`src/rtl/systolic_feed_sequencer.sv`:
```
// Read-side sequencer feeding the systolic array: walks output tiles, streams
// n operand beats per tile from the A/B buffers under availability flow control,
// and produces skewed row/column valids plus tile/job completion pulses.
module systolic_feed_sequencer #(
  parameter int BUFFER_ADDRESS_WIDTH = 10,
  parameter int ARRAY_HEIGHT         = 4,
  parameter int ARRAY_WIDTH          = 4,
  parameter int READ_LATENCY         = 1
) (
  input  logic                            clk,
  input  logic                            reset_n,
  input  logic                            array_start_i,
  input  logic [15:0]                     m,
  input  logic [15:0]                     n,
  input  logic [15:0]                     p,
  input  logic [15:0]                     a_words_avail,
  input  logic [15:0]                     b_words_avail,
  output logic                            a_rd_en,
  output logic [BUFFER_ADDRESS_WIDTH-1:0] a_rd_addr,
  output logic                            b_rd_en,
  output logic [BUFFER_ADDRESS_WIDTH-1:0] b_rd_addr,
  output logic [ARRAY_HEIGHT-1:0]         a_row_valid,
  output logic [ARRAY_WIDTH-1:0]          b_col_valid,
  output logic                            acc_clear,
  output logic                            tile_done,
  output logic                            busy,
  output logic                            data_done
);

  localparam int SKEW     = (ARRAY_HEIGHT > ARRAY_WIDTH) ? ARRAY_HEIGHT : ARRAY_WIDTH;
  localparam int PIPE_LEN = READ_LATENCY + SKEW - 1;
  localparam logic [7:0] DRAIN_LAST = 8'(READ_LATENCY + ARRAY_HEIGHT + ARRAY_WIDTH - 3);

  localparam logic [2:0] S_IDLE   = 3'd0;
  localparam logic [2:0] S_LOAD   = 3'd1;
  localparam logic [2:0] S_CLEAR  = 3'd2;
  localparam logic [2:0] S_STREAM = 3'd3;
  localparam logic [2:0] S_DRAIN  = 3'd4;
  localparam logic [2:0] S_DONE   = 3'd5;

  logic [2:0]          state_q, state_d;
  logic                start_q, start_d;
  logic [31:0]         n_q, n_d;
  logic [31:0]         rt_q, rt_d;
  logic [31:0]         ct_q, ct_d;
  logic [31:0]         r_q, r_d;
  logic [31:0]         c_q, c_d;
  logic [31:0]         k_q, k_d;
  logic [31:0]         a_base_q, a_base_d;
  logic [31:0]         b_base_q, b_base_d;
  logic [7:0]          drain_q, drain_d;
  logic [PIPE_LEN-1:0] pipe_q, pipe_d;

  logic [31:0] a_idx, b_idx;
  logic        beat_ok, last_tile, start_edge, drain_end;

  // Next-state logic: FSM, tile/beat counters and the valid delay line.
  // Tile bases advance by n per tile step so r*n / c*n never need a multiplier.
  always_comb begin
    state_d    = state_q;
    start_d    = array_start_i;
    n_d        = n_q;
    rt_d       = rt_q;
    ct_d       = ct_q;
    r_d        = r_q;
    c_d        = c_q;
    k_d        = k_q;
    a_base_d   = a_base_q;
    b_base_d   = b_base_q;
    drain_d    = drain_q;
    a_idx      = a_base_q + k_q;
    b_idx      = b_base_q + k_q;
    beat_ok    = (state_q == S_STREAM) &&
                 (a_idx < {16'd0, a_words_avail}) &&
                 (b_idx < {16'd0, b_words_avail});
    last_tile  = (r_q == rt_q - 32'd1) && (c_q == ct_q - 32'd1);
    start_edge = array_start_i & ~start_q;
    drain_end  = (state_q == S_DRAIN) && (drain_q == DRAIN_LAST);

    case (state_q)
      S_IDLE: begin
        if (start_edge) state_d = S_LOAD;
      end
      S_LOAD: begin
        n_d      = {16'd0, n};
        rt_d     = ({16'd0, m} + 32'(ARRAY_HEIGHT - 1)) / 32'(ARRAY_HEIGHT);
        ct_d     = ({16'd0, p} + 32'(ARRAY_WIDTH - 1)) / 32'(ARRAY_WIDTH);
        r_d      = '0;
        c_d      = '0;
        k_d      = '0;
        a_base_d = '0;
        b_base_d = '0;
        state_d  = ((m == 16'd0) || (n == 16'd0) || (p == 16'd0)) ? S_DONE : S_CLEAR;
      end
      S_CLEAR: begin
        drain_d = '0;
        state_d = S_STREAM;
      end
      S_STREAM: begin
        if (beat_ok) begin
          if (k_q == n_q - 32'd1) begin
            k_d     = '0;
            drain_d = '0;
            state_d = S_DRAIN;
          end else begin
            k_d = k_q + 32'd1;
          end
        end
      end
      S_DRAIN: begin
        if (drain_end) begin
          if (last_tile) begin
            state_d = S_DONE;
          end else begin
            if (c_q == ct_q - 32'd1) begin
              c_d      = '0;
              b_base_d = '0;
              r_d      = r_q + 32'd1;
              a_base_d = a_base_q + n_q;
            end else begin
              c_d      = c_q + 32'd1;
              b_base_d = b_base_q + n_q;
            end
            state_d = S_CLEAR;
          end
        end else begin
          drain_d = drain_q + 8'd1;
        end
      end
      S_DONE:  state_d = S_IDLE;
      default: state_d = S_IDLE;
    endcase

    pipe_d[0] = beat_ok;
    for (int unsigned i = 1; i < PIPE_LEN; i++) pipe_d[i] = pipe_q[i-1];
  end

  // State registers; start_q resets high so a level held through reset is not an edge.
  always_ff @(posedge clk or negedge reset_n) begin
    if (!reset_n) begin
      state_q  <= S_IDLE;
      start_q  <= 1'b1;
      n_q      <= '0;
      rt_q     <= '0;
      ct_q     <= '0;
      r_q      <= '0;
      c_q      <= '0;
      k_q      <= '0;
      a_base_q <= '0;
      b_base_q <= '0;
      drain_q  <= '0;
      pipe_q   <= '0;
    end else begin
      state_q  <= state_d;
      start_q  <= start_d;
      n_q      <= n_d;
      rt_q     <= rt_d;
      ct_q     <= ct_d;
      r_q      <= r_d;
      c_q      <= c_d;
      k_q      <= k_d;
      a_base_q <= a_base_d;
      b_base_q <= b_base_d;
      drain_q  <= drain_d;
      pipe_q   <= pipe_d;
    end
  end

  // Output decode from state and the valid delay line.
  always_comb begin
    a_rd_en   = beat_ok;
    b_rd_en   = beat_ok;
    a_rd_addr = beat_ok ? a_idx[BUFFER_ADDRESS_WIDTH-1:0] : '0;
    b_rd_addr = beat_ok ? b_idx[BUFFER_ADDRESS_WIDTH-1:0] : '0;
    acc_clear = (state_q == S_CLEAR);
    tile_done = drain_end;
    busy      = (state_q != S_IDLE);
    data_done = (state_q == S_DONE);
    for (int unsigned i = 0; i < ARRAY_HEIGHT; i++) a_row_valid[i] = pipe_q[READ_LATENCY-1+i];
    for (int unsigned j = 0; j < ARRAY_WIDTH; j++)  b_col_valid[j] = pipe_q[READ_LATENCY-1+j];
  end

endmodule

```
`config.mk`:
```
export PLATFORM = sky130hd
export DESIGN_NAME = systolic_feed_sequencer
export DESIGN_NICKNAME = d
export VERILOG_FILES = /design/src/rtl/systolic_feed_sequencer.sv
export SDC_FILE = /design/constraint.sdc
export NUM_CORES = 1
export LEC_CHECK = 0
export CORE_UTILIZATION = 55
export CTS_BUF_LIST = sky130_fd_sc_hd__clkbuf_4 sky130_fd_sc_hd__clkbuf_8 sky130_fd_sc_hd__clkbuf_16
export CTS_CLUSTER_DIAMETER = 40
export DETAILED_ROUTE_END_ITERATION = 6
export GPL_TIMING_DRIVEN = 0
export PLACE_DENSITY_LB_ADDON = 0.12
export SETUP_SLACK_MARGIN = 0.1
export SLEW_MARGIN = 0
export SYNTH_ARGS = -nofsm -noshare
export SYNTH_HDL_FRONTEND = slang
export SYNTH_SLANG_ARGS = --single-unit
```
`constraint.sdc`:
```
create_clock -name clk -period 6.8 [get_ports clk]
set_input_delay 1.36 -clock clk [delete_from_list [all_inputs] [get_ports clk]]
set_output_delay 1.36 -clock clk [all_outputs]
set_load 0.05 [all_outputs]
```
; ---- Word level (Yosys, flattened, before mapping)
; Cells that the tools add are included.
[totals]
regBits = 252
input_bits = 83
[op_classes]
addsub = 13
n_mux = 32
n_reduce_logical = 19
magnitude_cmp = 2
n_eq_ne = 16
bitwise_logic = 2
[ops]
columns = cell, n
row1 = 2-to-1 mux 32 bit, 14
row2 = case mux 32 bit (2 select lines), 5
row3 = adder 32 x 1 -> 32 bit (second input constant), 3
row4 = == test 32 bit, 3
row5 = adder 32 x 16 -> 32 bit, 2
row6 = adder 32 bit, 2
row7 = < comparator 32 x 16 -> 1 bit, 2
row8 = subtractor 30 x 1 -> 31 bit (second input constant), 2
row9 = zero test 16 bit, 3
row10 = adder 16 x 2 -> 17 bit (second input constant), 2
row11 = 2-to-1 mux 8 bit, 3
row12 = case mux 8 bit (3 select lines), 1
row13 = 2-to-1 mux 10 bit, 2
row14 = 2-to-1 mux 3 bit, 6
row15 = subtractor 16 x 1 -> 17 bit (second input constant), 1
row16 = case mux 3 bit (5 select lines), 1
row17 = != test 2 bit (second input constant), 6
row18 = AND reduction 4 bit, 3
row19 = adder 8 x 1 -> 8 bit (second input constant), 1
row20 = == test 8 x 3 -> 1 bit (second input constant), 1
row21 = == test 3 x 2 -> 1 bit (second input constant), 2
row22 = == test 3 bit (second input constant), 2
row23 = nonzero test 3 bit, 2
row24 = logical AND 1 bit, 4
row25 = other kinds (9), 11

; ---- Logic depth before layout (Yosys ltp)
[depth]
depth_word = 6
depth_mapped = 24

; ---- Least setup slack after synthesis
; OpenSTA, ideal clock, no wires.
[synth_path]
path_type = register to output
start = register k_q[0]
end = output port b_rd_addr[2]
arrival_time_ns = 6.219
path_buffers = 0
setup_slack_ns = -0.779
stages_incl_launch_ff = 23
cell_sequence = dfrtp_1 > ha_1 > inv_1 > fa_1 > nor2b_1 > o31ai_1 > a211oi_1 > o21ai_0 > nand2_1 > xor2_1 > ha_1 > and4_1 > and3_1 > nor4_1 > nand4_1 > nor3_1 > nand4_1 > or4_1 > nand4bb_1 > nor3_1 > nand4_1 > or4_4 > nor4_1
[synth_between]
elab_chain_len = 5
elab_cells_between_ends = 7
cone_classes = 2 x add/sub / 2 x order compare / 1 x mux / 2 x reduce/logical
[synth_rtl]
columns = item, line
row1 = "start, declared", 48  ; logic [31:0] k_q, k_d;
row2 = "start signal, assigned", 161  ; k_q <= k_d;
row3 = adder 32 bit, 71  ; a_idx = a_base_q + k_q;
row4 = < comparator 32 x 16 -> 1 bit, 74  ; (a_idx < {16'd0, a_words_avail}) &&
row5 = logical AND 1 bit, 73  ; beat_ok = (state_q == S_STREAM) &&
row6 = logical AND 1 bit, 74
row7 = 2-to-1 mux 10 bit (*), 174  ; b_rd_addr = beat_ok ? b_idx[BUFFER_ADDRESS_WIDTH-1:0] : '0;
row8 = "end, declared", 21  ; output logic [BUFFER_ADDRESS_WIDTH-1:0] b_rd_addr,
; Every way passes the cells marked *; elsewhere a longest branch is shown, timed or not.

; ---- Final worst setup path
[layout_path]
start = register k_q[13]
end = output port b_rd_en
[layout_between]
elab_chain_len = 4
elab_cells_between_ends = 6
cone_classes = 2 x add/sub / 2 x order compare / 2 x reduce/logical
[layout_rtl]
columns = item, line
row1 = adder 32 bit, 71
row2 = < comparator 32 x 16 -> 1 bit, 74
row3 = logical AND 1 bit, 73
row4 = logical AND 1 bit (*), 74
row5 = "end, declared", 20  ; output logic b_rd_en,
; Marks and branches as above.

==> key figures <==
Routing
  • DR pass1 iterations: 5
  • Drt drc: 0
  • WL/cell: 20.1 um
  • DR iter-0 viols: 1641
  • Final ANT Viol Nets: 0
  • Vias: 19300
  • Post-Route WL: 61600 um
  • DR vias/cell: 6.29

Clock network
  • Clk buf depth: 3
  • H-tree depth: 1
  • TritonCTS Buffers: 31
  • CTS root buf: clkbuf_16
  • Clock Latency Late Sink: 0.58 ns
  • Hold_buf cts: 0
  • CTS sink cnt: 222
  • CTS tree: yes
  • CTS clk-pin slew, worst paths: 0.06 ns

STA
  • RSZ-0062 raised after global routing: yes
  • Final worst path period share: 1.11
  • Relative slew margins: -0.0243
  • Fin crit period: 7.57 ns
  • Fin worst setup slack: -0.767 ns
  • Setup violators final: 22
  • Final-report max-slew violation count: 1
  • FMAX: 0.132 GHz
  • Final hold violations: 0
  • Least-Margin Pin Slew: 1.50 ns
  • Clock Skews: 0.0143 ns
  • Setup TNS: -14.86 ns

Layout
  • Syn-to-layout area delta: 19.3%
  • Diodes inserted: 0
  • Finished Cell Area: 0.0229 mm^2
  • Fillers: 2811
  • Fin util: 0.675
  • Layout cells sized above 1: 0.0914
  • Layout net count: 2812

Global routing
  • Initial antenna violation count: 0
  • Global-route wire length before repair: 98000 um
  • Tot GR Track Use: 0.344
  • Number of global-route vias before repair: 18500
  • Grt total ovfl: 0
  • Pin count of the biggest net entering global routing: 123

Synthesis
  • Number of flops mapped to enable cells by yosys: 0
  • Post-synth ARST share: 1.00
  • Top-area cell type share of the netlist area: 0.289
  • Sequential share of the synthesized area: 0.290
  • Gate Count Post-Synth: 2412
  • Synth area leaders: dfrtp_1, ha_1, nand2_1, xnor2_1, xor2_1
  • Yosys reg bits: 222
  • Cell Area, Synth: 0.0192 mm^2
  • Avg Cell Area, Syn: 7.95 um^2
  • Synth area leader: dfrtp_1
  • Syn nets: 2633
  • Distinct cell type count after synthesis: 94
  • Post-synth top flop: dfrtp_1
  • Yosys warns: 0

Place
  • Worst slack at placement: -1.50 ns
  • IO buf count: 116
  • Placed instance area: 0.0212 mm^2
  • GPL Wtd Cong: 1.02
  • Dpl hpwl: 46700 um

Die
  • IO Count: 117
  • Die Width: 189 um
  • Site Rows: 67
  • Die span in y: 189 um
  • Core Box Area: 0.0339 mm^2
  • Full die area: 0.0356 mm^2
  • Initial Utilization: 0.566

Pwr
  • Max rail drop VDD: 261 uV
  • Static leakage: 10.4 nW
  • Pwr dens: 287 mW/mm^2
  • Power Total: 6.57 mW

Run
  • Max Cap Viol: 1

Critical path
  • Kind of end point of the critical path: output pin
  • Worst path top cell family by delay: simple AND/OR/NAND/NOR gates
  • CP Launch Type: flop
  • Arrival @ worst endpoint: 6.21 ns
  • RR Startpoint: k_q[0]
  • Crit path max fanout: 8
  • Worst setup path class: reg -> out
  • CP cell instances: ha_1 -> a21oi_1 -> o21ai_0 -> a211oi_2 -> o21ai_0 -> o21ai_0 -> o2111ai_1 -> or4_1 -> a21o_1 -> or4b_1 -> or4b_1 -> or4_4 -> buf_12 -> nor2_4 -> buf_6 -> buf_8
  • CP bufs+invs: 3
  • Most frequent CP cell: o21ai_0
  • Slowest-stage cell, CP: or4_4
  • Crit. Startpoint: k_q[13]
  • Slowest stage delay, CP: 0.69 ns
  • WP data required: 5.44 ns

Hold path
  • Worst Hold Class: reg -> reg
  • Hold path startpoint: a_row_valid[2]

Run status
  • Violated checks: max-capacitance violations, max-slew violations, negative setup slack
  • Status: finished with violations
-- sequential cells by signal, summed over array words and instances (netlist names) --
name and flops:
a_base_q 32, b_base_q 32, c_q 32, k_q 32, r_q 32, n_q 16, ct_q 15, rt_q 15
drain_q 8, a_row_valid 4, state_q 3, start_q 1
-- worst reg2reg max path, stage by stage (launching register included) --
cell and delay (ns):
dfrtp_2 0.46, ha_4 0.16, inv_1 0.04, fa_2 0.37
nor2b_4 0.17, o31ai_4 0.08, a211oi_2 0.22, buf_4 0.16
o21ai_2 0.08, nand2_1 0.12, xor2_2 0.17, ha_1 0.26
and4_1 0.20, buf_4 0.13, nand2_1 0.16, nand4_1 0.18
nand4b_1 0.21, nor4_1 0.40, nand4_1 0.13, or4_1 0.49
or4b_1 0.55, nor4_4 0.77, nor2_1 0.29, clkbuf_1 0.35
nand2_1 0.16, nand3_1 0.09
-- kinds of logic after synthesis --
family                     count (synthesis)  synth area share
muxes                                     17           0.00921
and+or+nand+nor                         1040             0.273
AOI/OAI and AO/OA                        556             0.191
buffers and inverters                    222            0.0464
DFF                                      222             0.290
xor gates and xnor gates                 217            0.0992
adders and majority gates                138            0.0917
-- cell usage after synthesis (all sizes together), types with 8 or more instances --
| library cell | count |
|---|---|
| and4 | 14 |
| ha | 134 |
| o41ai | 8 |
| clkbuf | 91 |
| or2 | 11 |
| nand3b | 9 |
| and3 | 65 |
| xnor2 | 110 |
| nor2 | 202 |
| nor2b | 19 |
| a211o | 8 |
| dfrtp | 221 |
| o22ai | 14 |
| and2 | 18 |
| o21ai | 146 |
| nand4 | 61 |
| nor4 | 41 |
| a31oi | 36 |
| o211ai | 20 |
| o21bai | 11 |
| a21oi | 126 |
| or4 | 15 |
| o21a | 22 |
| o31ai | 10 |
| o2111ai | 13 |
| a21o | 41 |
| nand2 | 286 |
| nand3 | 130 |
| nor3 | 81 |
| or3 | 31 |
| buf | 22 |
| xor2 | 107 |
| inv | 109 |
| nand2b | 20 |
| nor3b | 8 |
| mux2i | 12 |
| a22o | 19 |
| a211oi | 18 |
-- cells in the final DEF (no fill, tap or decap), types with 30 or more instances in the layout --
cell and count:
o21ai_0 134, inv_1 109, nand4_1 61, nor3_1 59
xor2_1 104, clkbuf_16 31, buf_4 30, nor2_1 197
nand3_1 130, and3_1 63, ha_1 124, dfrtp_1 216
a21o_1 39, a31oi_1 35, nor4_1 38, nand2_1 286
xnor2_1 108, a21oi_1 120, clkdlybuf4s50_1 93, or3_1 31
clkbuf_1 90
-- where the power goes --
group	total [mW]	switching, mW	internal [mW]
sequential	1.85	0.344	1.51
combinational	3.08	1.96	1.12
clock	1.63	0.668	0.965
total	6.57	2.97	3.60
-- per-stage QoR --
stage	hold slack, ns	instances
after global placement	0.379	2976
after CTS	0.402	3056
after detailed placement	0.389	2977
after global routing	0.427	3064
final	0.404	3064
after floorplan	0.473	2412
-- final timing paths --
kind,slack [ns],endpoint,cells past startpoint
worst min register to register,0.40,a_row_valid[3],0
max in group asynchronous,4.95,k_q[0],2
worst max-delay path,-0.77,b_rd_en,16
worst max register to register,0.29,k_q[24],25
worst min-delay path,0.40,a_row_valid[3],0
min in group asynchronous,0.78,c_q[10],1
-- per-layer routing --
layer | up-vias | global-route usage | share of wire
met3 | 131 | 0.0313 | 0.065
met5 | - | 0 | 0
met4 | 0 | 0.114 | 0.032
met1 | 9246 | 0.456 | 0.42
li1 | 9126 | - | -
met2 | 769 | 0.590 | 0.48
-- timing repair --
item,4_1_cts,5_1_grt
gates resized for setup,205,29
pin swaps,56,37
endpoints found under the setup margin,65,54
buffers inserted,19,8
cloned,2,0
-- final cells by class --
| class | count | area, um^2 | share of cell area |
|---|---|---|---|
| clock buffers | 35 | 825 | 0.0361 |
| well taps | 448 | 561 | 0.0245 |
| flip-flops and latches | 222 | 5560 | 0.243 |
| inverters | 109 | 409 | 0.0179 |
| multi-input cells | 1968 | 13300 | 0.581 |
| plain buffers | 113 | 502 | 0.0219 |
| repair buffers | 146 | 1490 | 0.0652 |
| clock inverters | 23 | 230 | 0.0101 |
No activity file was read; power rests on OpenSTA's default activity.
